--- config.mk ---
export PLATFORM = sky130hd
export DESIGN_NAME = div_unit
export DESIGN_NICKNAME = d
export VERILOG_FILES = /design/src/rtl/div_unit.sv
export SDC_FILE = /design/constraint.sdc
export NUM_CORES = 1
export LEC_CHECK = 0
export CORE_MARGIN = 4
export CORE_UTILIZATION = 28
export CTS_CLUSTER_SIZE = 20
export DETAILED_ROUTE_END_ITERATION = 16
export DONT_BUFFER_PORTS = 1
export MAX_ROUTING_LAYER = met4
export SETUP_SLACK_MARGIN = 0.5
export SYNTH_ARGS = -nofsm -noshare
export SYNTH_HDL_FRONTEND = slang
export SYNTH_SLANG_ARGS = --single-unit
--- constraint.sdc ---
create_clock -name clk -period 11.5 [get_ports clk]
set_input_delay 2.3 -clock clk [delete_from_list [all_inputs] [get_ports clk]]
set_output_delay 2.3 -clock clk [all_outputs]
set_load 0.02 [all_outputs]
--- src/rtl/div_unit.sv ---
// div_unit: iterative 32-bit radix-2 restoring divider for MIPS DIV/DIVU.
// Accepts one operand pair at a time. Completes in 33 cycles, one quotient bit
// per cycle, and returns {remainder, quotient} for the HI/LO write.
// Divide-by-zero returns 0 one cycle after the request.
module div_unit (
  input  logic        clk,
  input  logic        resetn,
  input  logic        start,
  input  logic        signed_div,
  input  logic [31:0] opdata1,
  input  logic [31:0] opdata2,
  input  logic        annul,
  output logic [63:0] result,
  output logic        ready,
  output logic        busy
);

  typedef enum logic [1:0] {
    ST_FREE = 2'b00,
    ST_ON   = 2'b01,
    ST_END  = 2'b10
  } state_e;

  // Magnitude of a two's-complement value; 0x80000000 maps to itself,
  // which is the correct unsigned magnitude.
  function automatic logic [31:0] abs32(input logic [31:0] x);
    abs32 = x[31] ? (~x + 32'd1) : x;
  endfunction

  // Two's-complement negation, used for final sign correction.
  function automatic logic [31:0] neg32(input logic [31:0] x);
    neg32 = ~x + 32'd1;
  endfunction

  state_e      state_q, state_d;
  logic [4:0]  cnt_q, cnt_d;
  logic [31:0] divisor_q, divisor_d;
  // Working register: upper half holds the partial remainder, lower half
  // starts as the dividend and fills with quotient bits from the right.
  logic [63:0] partial_q, partial_d;
  logic        neg_quo_q, neg_quo_d;
  logic        neg_rem_q, neg_rem_d;
  logic [63:0] result_q, result_d;
  logic        ready_q, ready_d;
  logic        busy_q, busy_d;

  logic [32:0] upper_s;
  logic        take_s;
  logic [31:0] diff_s;
  logic [63:0] step_s;
  logic [31:0] quo_fix_s;
  logic [31:0] rem_fix_s;

  // One restoring step. The shifted remainder needs 33 bits. The
  // subtraction only commits when the trial value is >= divisor, so its
  // 32-bit difference is exact.
  always_comb begin
    upper_s   = partial_q[63:31];
    take_s    = (upper_s >= {1'b0, divisor_q});
    diff_s    = upper_s[31:0] - divisor_q;
    if (take_s) begin
      step_s = {diff_s, partial_q[30:0], 1'b1};
    end else begin
      step_s = {upper_s[31:0], partial_q[30:0], 1'b0};
    end
    quo_fix_s = neg_quo_q ? neg32(step_s[31:0])  : step_s[31:0];
    rem_fix_s = neg_rem_q ? neg32(step_s[63:32]) : step_s[63:32];
  end

  // Next-state logic for the FSM and datapath registers.
  always_comb begin
    state_d   = state_q;
    cnt_d     = cnt_q;
    divisor_d = divisor_q;
    partial_d = partial_q;
    neg_quo_d = neg_quo_q;
    neg_rem_d = neg_rem_q;
    result_d  = result_q;

    case (state_q)
      ST_FREE: begin
        if (start && !annul) begin
          if (opdata2 == 32'd0) begin
            result_d = 64'd0;
            state_d  = ST_END;
          end else begin
            state_d   = ST_ON;
            cnt_d     = 5'd0;
            divisor_d = signed_div ? abs32(opdata2) : opdata2;
            partial_d = {32'd0, (signed_div ? abs32(opdata1) : opdata1)};
            neg_quo_d = signed_div & (opdata1[31] ^ opdata2[31]);
            neg_rem_d = signed_div & opdata1[31];
          end
        end else begin
          state_d = ST_FREE;
        end
      end
      ST_ON: begin
        if (annul) begin
          // Flush: drop the operation and keep the previous result.
          state_d = ST_FREE;
          cnt_d   = 5'd0;
        end else begin
          partial_d = step_s;
          cnt_d     = cnt_q + 5'd1;
          if (cnt_q == 5'd31) begin
            result_d = {rem_fix_s, quo_fix_s};
            state_d  = ST_END;
          end else begin
            state_d = ST_ON;
          end
        end
      end
      ST_END: begin
        // The result is already committed, so annul is ignored here.
        state_d = ST_FREE;
      end
      default: begin
        state_d = ST_FREE;
      end
    endcase

    ready_d = (state_d == ST_END);
    busy_d  = (state_d != ST_FREE);
  end

  // State and datapath registers with asynchronous active-low reset.
  always_ff @(posedge clk or negedge resetn) begin
    if (!resetn) begin
      state_q   <= ST_FREE;
      cnt_q     <= 5'd0;
      divisor_q <= 32'd0;
      partial_q <= 64'd0;
      neg_quo_q <= 1'b0;
      neg_rem_q <= 1'b0;
      result_q  <= 64'd0;
      ready_q   <= 1'b0;
      busy_q    <= 1'b0;
    end else begin
      state_q   <= state_d;
      cnt_q     <= cnt_d;
      divisor_q <= divisor_d;
      partial_q <= partial_d;
      neg_quo_q <= neg_quo_d;
      neg_rem_q <= neg_rem_d;
      result_q  <= result_d;
      ready_q   <= ready_d;
      busy_q    <= busy_d;
    end
  end

  assign result = result_q;
  assign ready  = ready_q;
  assign busy   = busy_q;

endmodule

# [Word level (Yosys, flattened, before mapping)]
# Cells that the tools add are included.
# Widths: inputs -> output; s select.
[totals] input_bits=69 register_bits=171
[op_classes] n_addsub=6 n_reduce_logical=10 eq_ne=8 mux=25 n_bitwise=8 n_lt_le_gt_ge=1
[ops] op="$mux 64" n=8
[ops] op="$pmux 64 s2" n=2
[ops] op="$mux 32" n=6
[ops] op="$add 32x1->32 const B" n=4
[ops] op="$not 32->32" n=4
[ops] op="$ge 33x32->1" n=1
[ops] op="$logic_not 32->1" n=1
[ops] op="$sub 32x32->32" n=1
[ops] op="$mux 5" n=3
[ops] op="$ne 2x2->1 const B" n=5
[ops] op="$pmux 5 s2" n=1
[ops] op="$mux 2" n=4
[ops] op="$reduce_and 3->1" n=2
[ops] op="$add 5x1->5 const B" n=1
[ops] op="$eq 5x5->1 const B" n=1
[ops] op="$reduce_and 5->1" n=1
[ops] op="$pmux 2 s2" n=1
[ops] op="$reduce_and 4->1" n=1
[ops] op="$reduce_bool 2->1" n=2
[ops] op="$and 1x1->1" n=2
[ops] op="$eq 2x1->1 const B" n=1
[ops] op="$eq 2x2->1 const B" n=1
[ops] op="$logic_not 2->1" n=1
[ops] op="$logic_and 1x1->1" n=1
[ops] op="other kinds (3)" n=3

# [Longest topological paths before layout]
# Gate-level depths: netlist of the first run.
[logic_depth] ltp_word=8 depth_mapped=22 ltp_nobuf=18

# [Least setup slack after synthesis of the first run]
# Ideal clock, no wire load.
[synth_path] path_kind="in2reg" startpoint="input opdata1[5]" endpoint="register partial_q[29]" n_path_buf=1 setup_time_ps=129 setup_slack_ps=6660 arrival_time_ps=4711 cell_stages=13 cell_sequence="or4_1 -> nor3_2 -> nor3b_1 -> and3b_1 -> buf_2 -> nand3_1 -> o41ai_1 -> o21ai_0 -> a21oi_1 -> xor2_1 -> nand2_1 -> o21ai_0 -> o21ai_1"
[synth_via] elab_chain_len=7
[synth_lines] item="start: declaration" line_no="10" text="input logic [31:0] opdata1,"
[synth_lines] item="$not 32->32" line_no="27" text="abs32 = x[31] ? (~x + 32'd1) : x;"
[synth_lines] item="$add 32x1->32" line_no="27"
[synth_lines] item="$mux 32" line_no="27"
[synth_lines] item="$mux 32" line_no="90" text="partial_d = {32'd0, (signed_div ? abs32(opdata1) : opdata1)};"
[synth_lines] item="$mux 64" line_no="83" text="if (opdata2 == 32'd0) begin"
[synth_lines] item="$mux 64" line_no="82" text="if (start && !annul) begin"
[synth_lines] item="$pmux 64 s2" line_no="80" text="case (state_q)"
[synth_lines] item="end signal: assignment" line_no="143" text="partial_q <= partial_d;"
[synth_lines] item="end: declaration" line_no="40" text="logic [63:0] partial_q, partial_d;"
# Every way passes these cells. The select of a mux whose other input is x is not followed.
# A chain may end at the register's enable or synchronous reset.

# [Final worst setup path of the first run]
[layout_path] startpoint="register divisor_q[30]" endpoint="register result_q[30] (netlist: result[30])"
[layout_via] elab_chain_len=8
[layout_lines] item="start: declaration" line_no="37" text="logic [31:0] divisor_q, divisor_d;"
[layout_lines] item="start signal: assignment" line_no="142" text="divisor_q <= divisor_d;"
[layout_lines] item="$ge 33x32->1" line_no="59" text="take_s = (upper_s >= {1'b0, divisor_q});"
[layout_lines] item="$mux 64" line_no="61" text="if (take_s) begin"
[layout_lines] item="$not 32->32" line_no="32" text="neg32 = ~x + 32'd1;"
[layout_lines] item="$add 32x1->32" line_no="32"
[layout_lines] item="$mux 32" line_no="66" text="quo_fix_s = neg_quo_q ? neg32(step_s[31:0]) : step_s[31:0];"
[layout_lines] item="$mux 64" line_no="106" text="if (cnt_q == 5'd31) begin"
[layout_lines] item="$mux 64" line_no="99" text="if (annul) begin"
[layout_lines] item="$pmux 64 s2" line_no="80"
[layout_lines] item="end signal: assignment" line_no="146" text="result_q <= result_d;"
[layout_lines] item="end: declaration" line_no="43" text="logic [63:0] result_q, result_d;"
# Every way passes these cells. The select of a mux whose other input is x is not followed.

==> impl_results.md, run 1 <==
- Htree depth: 4
- WP buf/inv: 2
- Fraction of layout cells with a size suffix above 1: 0.0595
- Worst hold stages: 2
- Nets: 1523
- Inserted Clock Buffers: 17
- Largest net degree at the start of global routing: 172
- Syn-to-layout area delta: 8.35%
- Asr flop ratio synth: 1.00
- Cells taking the most area after synthesis: dfrtp_1 (36%), nand2_1 (7.0%), o21ai_0 (6.9%)
- Origin of the worst setup path: divisor_q[30]
- Top-area cell type share of the netlist area: 0.360
- Crit path max fanout: 43
- Syn Std Cell Area: 11900 um^2
- # diodes: 0
- CTS clk-pin slew, worst paths: 0.07 ns
- Most common cell after layout, fill and taps aside: nand2_1
- CP required: 11.81 ns
- WL/cell: 18.8 um
- Critical Path Source Type: flip-flop
- Resize count post-CTS: 0
- Multi-input logic area: 7110 um^2
- Drt first-iter violations: 762
- FILL cells: 4382
- Reg2reg start: divisor_q[30]
- Hold-fix buffers, CTS: 0
- Cells after Synth: 1464
- Overall routed net length: 37100 um
- CP max stage delay: 0.52 ns
- Cell Chain, Critical Path: inv_1 > ha_1 > a21o_1 > a211oi_1 > o21ai_0 > a211oi_4 > nand2_4 > inv_4 > ha_1 > nand2_1 > or4_1 > or3_1 > or3_1 > or2_1 > o21ai_0 > xor2_1 > o21ai_0
- Synthesized flop and latch total: 171
- Final period util: 0.474
- Register area share after synthesis: 0.360
- Hpwl dp: 28400 um
- Cell count along the critical path: 17
- Power Density: 135 nW/um^2
- # IOs: 135
- Synth Net Count: 1572
- CP dominant cell by count: o21ai_0
- TritonCTS clock tree: yes
- Root cell of the clock tree: clkbuf_16
- Detail Route Antenna Nets: 0
- First-pass GRT wire length: 58700 um
- Max Root-Sink Buffers: 2
- Synth warn: 0
- Initial core utilization: 0.284
- Area leader, netlist: dfrtp_1
- RSZ-0062 raised after global routing: false
- Crit-path leading delay family: simple AND/OR/NAND/NOR gates
- Predominant post-synthesis flop cell: dfrtp_1
- F_max: 183 MHz
- DRC violation count after routing: 0
- Final setup violation count: 0
- Via density: 5.30
- Slew @ Worst Pin: 1.16 ns
- Grt ovf: 0
- Port Buffer Count: 0
- Core Rows: 75
- Leak pwr: 5.36 nW
- Total of max-cap violations: 0
- Max Slew Vio Count: 0
- Worst EP arrival: 5.76 ns
- GRT Total Usage: 0.163
- Worst hold path class: flip-flop to flip-flop
- Final GP Congestion: 0.918
- Std-Cell Core Area: 41900 um^2
- Initial antenna violation count: 0
- Most frequent cells in the layout: nand2_1 (221), dfrtp_1 (171), o21ai_0 (164)
- Die width: 214 um
- Post-Syn Area per Cell: 8.13 um^2
- Clk_skew: 0.0202 ns
- Vias: 10.4k
- Setup CP Type: flip-flop to flip-flop
- Num Clock Sinks: 171
- Vias in the first global route: 9920
- Clk_lat worst skew: 0.45 ns
- Power Total: 1.74 mW
- Post-CTS setup buffer count: 0
- Status: finished clean
- Reg2reg end: result[30]
- Setup crit end kind: flip-flop
- FF/Latch Area: 4280 um^2
- Post-synth EDFFs: 0
- Post-Route Setup TNS: 0 ns
- Peak supply drop: 0.0903 mV
- Crit path to: result[30]
- DR pass1 iterations: 5
- Post-synth cell types: 90
- Worst relative slew slack: 0.230
- Worst r2r path cells: 17
- DIE HEIGHT: 214 um
- R2R Setup Slk: 6.05 ns
- Final hold viol count: 0
- Min cycle time layout: 5.45 ns
- Slowest stage cell, crit path: inv_4
- Die area: 45800 um^2
tightest hold or removal path: stages (launching register included):
cell     delay [ns]
dfrtp_1        0.35
nand2_1        0.05
o21ai_0        0.06
how the worst min path moves through the flow:
stage	start	to	slack (ns)
after global placement	divisor_q[1]	divisor_q[1]	0.47
after CTS	divisor_q[1]	divisor_q[1]	0.49
after global routing	divisor_q[1]	divisor_q[1]	0.53
final	divisor_q[1]	divisor_q[1]	0.50
after detailed placement	divisor_q[1]	divisor_q[1]	0.48
after floorplan	divisor_q[1]	divisor_q[1]	0.45
through the flow:
stage          hold WS, ns  instances  setup slack, ns  area (um^2)   util
2_1_floorplan        0.450       1464             6.66        11900      -
3_3_place_gp         0.472       1935             5.88        12300  0.294
3_5_place_dp         0.479       1935             5.72        12300  0.294
4_1_cts              0.495       1967             6.05        12900  0.307
5_1_grt              0.530       1967             5.71        12900  0.307
6_report             0.495       1967             6.05        12900  0.307
state kept, by name, summed over array words and instances (netlist names):
name,count
ready,1
cnt_q,5
state_q,2
neg_rem_q,1
divisor_q,32
partial_q,64
neg_quo_q,1
result,64
busy,1
where the power goes:
| part | switching [mW] | leakage, nW | internal (mW) |
|---|---|---|---|
| Combinational | 0.294 | 2.86 | 0.166 |
| Clock | 0.283 | 0.263 | 0.288 |
| Sequential | 0.0558 | 2.24 | 0.653 |
cells in the mapped netlist, types with 4 or more instances:
master	instances
nor3b_1	4
o31ai_2	4
xor2_1	72
nor2_1	130
a21o_1	6
nand3_1	25
o21ai_0	164
a21oi_1	137
a22o_1	7
o31ai_1	30
nand4_1	9
and3_1	10
and2_1	10
o211ai_1	7
nand2_1	221
or3_4	4
nor2b_1	6
nand2b_1	7
o41ai_1	11
nor3_1	21
mux2i_1	20
or2_2	4
or3_1	24
inv_1	55
xnor2_1	61
o21ai_1	18
a211oi_1	8
a31oi_1	4
clkbuf_1	52
or4_1	11
o21bai_1	6
buf_2	18
o31a_1	4
dfrtp_1	171
ha_1	38
nor4_1	7
final cells by class:
cell class / instances / share of cell area
clock buffers: 19 / 0.0336
repair buffers: 7 / 0.00408
inverters: 56 / 0.0165
flip-flops and latches: 171 / 0.332
clock inverters: 13 / 0.0100
multi-input cells: 1162 / 0.552
well taps: 539 / 0.0523
routing by layer:
layer / track usage / vias to the layer above / part of all wire
met3: 0.0332 / 46 / 0.051
met2: 0.257 / 255 / 0.47
li1: - / 5058 / -
met1: 0.210 / 5066 / 0.45
met4: 0.0564 / 0 / 0.029
met5: - / - / 0
logic make-up (layout without fill, tap and decap cells):
group	Yosys count	in the layout	synth area share
buffers and inverters	131	95	0.0450
and+or+nand+nor	514	514	0.201
xor gates and xnor gates	133	133	0.0979
AOI/OAI and AO/OA	456	456	0.238
DFF	171	171	0.360
muxes	20	20	0.0168
adders and majority gates	39	39	0.0417
(Power assumes the default switching activity.)
==> inputs of run 2 (changes only) <==
==> constraint.sdc (replaced) <==
create_clock -name clk -period 4.5 [get_ports clk]
set_input_delay 0.9 -clock clk [delete_from_list [all_inputs] [get_ports clk]]
set_output_delay 0.9 -clock clk [all_outputs]
set_load 0.02 [all_outputs]
==> run 2 against run 1 <==
  * Sequential power rose to 2.6 times the previous value
  * Clock-buffer cell count is 2 lower
  * Clock power grew to 2.7 times the previous value
  * Fmax rose by 40%
  * Via count increased by 1.4%
  * Critical endpoint is now result[47]
==> impl_results.md, run 2 (synthesized netlist as in run 1, its figures left out) <==
- Cell Chain, Critical Path: ha_2 > nand2_1 > nor3b_2 > nand3_2 > nand4bb_1 > o32a_4 > nand2_4 > inv_4 > buf_4 > or3_4 > o31ai_4 > buf_4 > nor2_1 > xnor2_2 > a32o_1 (was inv_1 > ha_1 > a21o_1 > a211oi_1 > o21ai_0 > a211oi_4 > nand2_4 > inv_4 > ha_1 > nand2_1 > or4_1 > or3_1 > or3_1 > or2_1 > o21ai_0 > xor2_1 > o21ai_0)
- Worst r2r path cells: 15 (was 17)
- TritonCTS clock tree: yes (unchanged)
- Vias: 10.6k (was 10.4k)
- Clock power share: 0.326 (was 0.328)
- Max Slew Vio Count: 0 (unchanged)
- Slowest stage cell, crit path: or3_4 (was inv_4)
- Syn-to-layout area delta: 16.1% (was 8.35%)
- Post-layout util: 0.329 (was 0.307)
- Sequential Power Share: 0.392 (was 0.407)
- Max Root-Sink Buffers: 2 (unchanged)
- Num Clock Sinks: 171 (unchanged)
- Nets: 1570 (was 1523)
- Most frequent cells in the layout: nand2_1 (218), dfrtp_1 (161), o21ai_0 (153) (was nand2_1 (221), dfrtp_1 (171), o21ai_0 (164))
- Pint: 3.00 mW (was 1.11 mW)
- F_max: 257 MHz (was 183 MHz)
- First-pass GRT wire length: 59100 um (was 58700 um)
- Gate power share: 0.282 (was 0.265)
- Final hold viol count: 0 (unchanged)
- Worst relative slew slack: 0.352 (was 0.230)
- Die width: 214 um (unchanged)
- Largest net degree at the start of global routing: 172 (unchanged)
- Std-Cell Core Area: 41900 um^2 (unchanged)
- Setup CP Type: flip-flop to flip-flop (unchanged)
- Overall routed net length: 38600 um (was 37100 um)
- Critical Path Source Type: flip-flop (unchanged)
- Root cell of the clock tree: clkbuf_16 (unchanged)
- Core Rows: 75 (unchanged)
- Psw: 1.69 mW (was 0.633 mW)
- Initial antenna violation count: 0 (unchanged)
- Slew @ Worst Pin: 0.972 ns (was 1.16 ns)
- WP buf/inv: 3 (was 2)
- Inserted Clock Buffers: 17 (unchanged)
- Via density: 5.25 (was 5.30)
- CP dominant cell by count: buf_4 (was o21ai_0)
- Detail Route Antenna Nets: 0 (unchanged)
- Clk_lat worst skew: 0.44 ns (was 0.45 ns)
- CP max stage delay: 0.48 ns (was 0.52 ns)
- Final period util: 0.865 (was 0.474)
- Initial core utilization: 0.284 (unchanged)
- Final GP Congestion: 0.927 (was 0.918)
- Port Buffer Count: 0 (unchanged)
- # diodes: 0 (unchanged)
- WL/cell: 19.2 um (was 18.8 um)
- Fraction of layout cells with a size suffix above 1: 0.146 (was 0.0595)
- Hpwl dp: 29400 um (was 28400 um)
- Final setup violation count: 0 (unchanged)
- Leak pwr: 5.62 nW (was 5.36 nW)
- Total of max-cap violations: 0 (unchanged)
- Setup crit end kind: flip-flop (unchanged)
- Most common cell after layout, fill and taps aside: nand2_1 (unchanged)
- Die area: 45800 um^2 (unchanged)
- Htree depth: 4 (unchanged)
- Vias in the first global route: 10.1k (was 9920)
- Final instance area: 13800 um^2 (was 12900 um^2)
- RSZ-0062 raised after global routing: true (was false)
- Switch share: 0.360 (was 0.364)
- CTS clk-pin slew, worst paths: 0.08 ns (was 0.07 ns)
- Min cycle time layout: 3.89 ns (was 5.45 ns)
- DRC violation count after routing: 0 (unchanged)
- DR pass1 iterations: 7 (was 5)
- Hold_ws: 0.169 ns (was 0.495 ns)
- CP required: 4.84 ns (was 11.81 ns)
- Worst hold path class: input pin to asynchronous set/reset pin (was flip-flop to flip-flop)
- Peak supply drop: 0.282 mV (was 0.0903 mV)
- Crit path max fanout: 37 (was 43)
- Power Density: 340 nW/um^2 (was 135 nW/um^2)
- DIE HEIGHT: 214 um (unchanged)
- GRT Total Usage: 0.165 (was 0.163)
- Area after DPL: 12700 um^2 (was 12300 um^2)
- Status: finished clean (unchanged)
- Grt ovf: 0 (unchanged)
- Cell count along the critical path: 15 (was 17)
- Crit-path leading delay family: simple AND/OR/NAND/NOR gates (unchanged)
- Clk_skew: 0.0130 ns (was 0.0202 ns)
- # IOs: 135 (unchanged)
- Drt first-iter violations: 755 (was 762)
- Post-Route Setup TNS: 0 ns (unchanged)
- Worst EP arrival: 4.23 ns (was 5.76 ns)
run 2: per-stage QoR:
stage                     power [mW]  instances  worst slack, ns
after floorplan                 2.71       1464            0.322
after global placement          3.03       1961            0.202
after detailed placement        3.05       1961            0.135
after CTS                       4.60       1997            0.500
after global routing            4.94       2014            0.376
final                           4.69       2014            0.607
run 2: power groups by stage:
| stage | registers (mW) | logic (mW) | clock network, mW |
|---|---|---|---|
| 3_3_place_gp | 1.85 | 1.18 | 0 |
| 2_1_floorplan | 1.79 | 0.923 | 0 |
| 3_5_place_dp | 1.86 | 1.19 | 0 |
| 5_1_grt | 1.86 | 1.46 | 1.62 |
| 4_1_cts | 1.83 | 1.22 | 1.56 |
| 6_report | 1.84 | 1.32 | 1.53 |
run 2: what timing repair did:
| action | in CTS | in global routing |
|---|---|---|
| hold buffers | 0 | 0 |
| setup buffers | 4 | 17 |
| resized for setup | 31 | 66 |
| gates cloned | 0 | 0 |
| setup endpoints to repair | 8 | 108 |
| pin swaps | 6 | 20 |
run 2: metal layers:
metal,wire (um),global-route usage,share of wire,up-vias
met1,17500,0.215,0.45,5110
met2,17900,0.258,0.46,249
met5,0,-,0,-
met3,1790,0.0305,0.046,57
li1,-,-,-,5160
met4,1360,0.0640,0.035,0
run 2: layout make-up:
class                   count  area, um^2
clock buffers              17         425
multi-input cells        1162        7570
well taps                 539         674
clock inverters            15         174
flip-flops and latches    171        4290
fillers                  4331       28100
inverters                  56         213
repair buffers             54         455
run 2: worst reg2reg max path, delay by kind of cell, from the launching register on:
family | cells | cell delay (ns)
AND/OR/NAND/NOR | 7 | 1.50
AO/OA/AOI/OAI | 3 | 0.85
buffers and inverters | 3 | 0.50
flip-flops | 1 | 0.40
adder cells (fa/ha/maj) | 1 | 0.36
XOR/XNOR | 1 | 0.19
run 2: path summary, 6_finish.rpt:
check,startpoint,to,slack [ns]
hold reg to reg,divisor_q[31],divisor_q[31],0.50
hold / removal,resetn,ready,0.17
max in group asynchronous,resetn,partial_q[37],4.04
setup / recovery,partial_q[60],result[47],0.61
setup reg to reg,partial_q[60],result[47],0.61
min in group clk,divisor_q[31],divisor_q[31],0.50
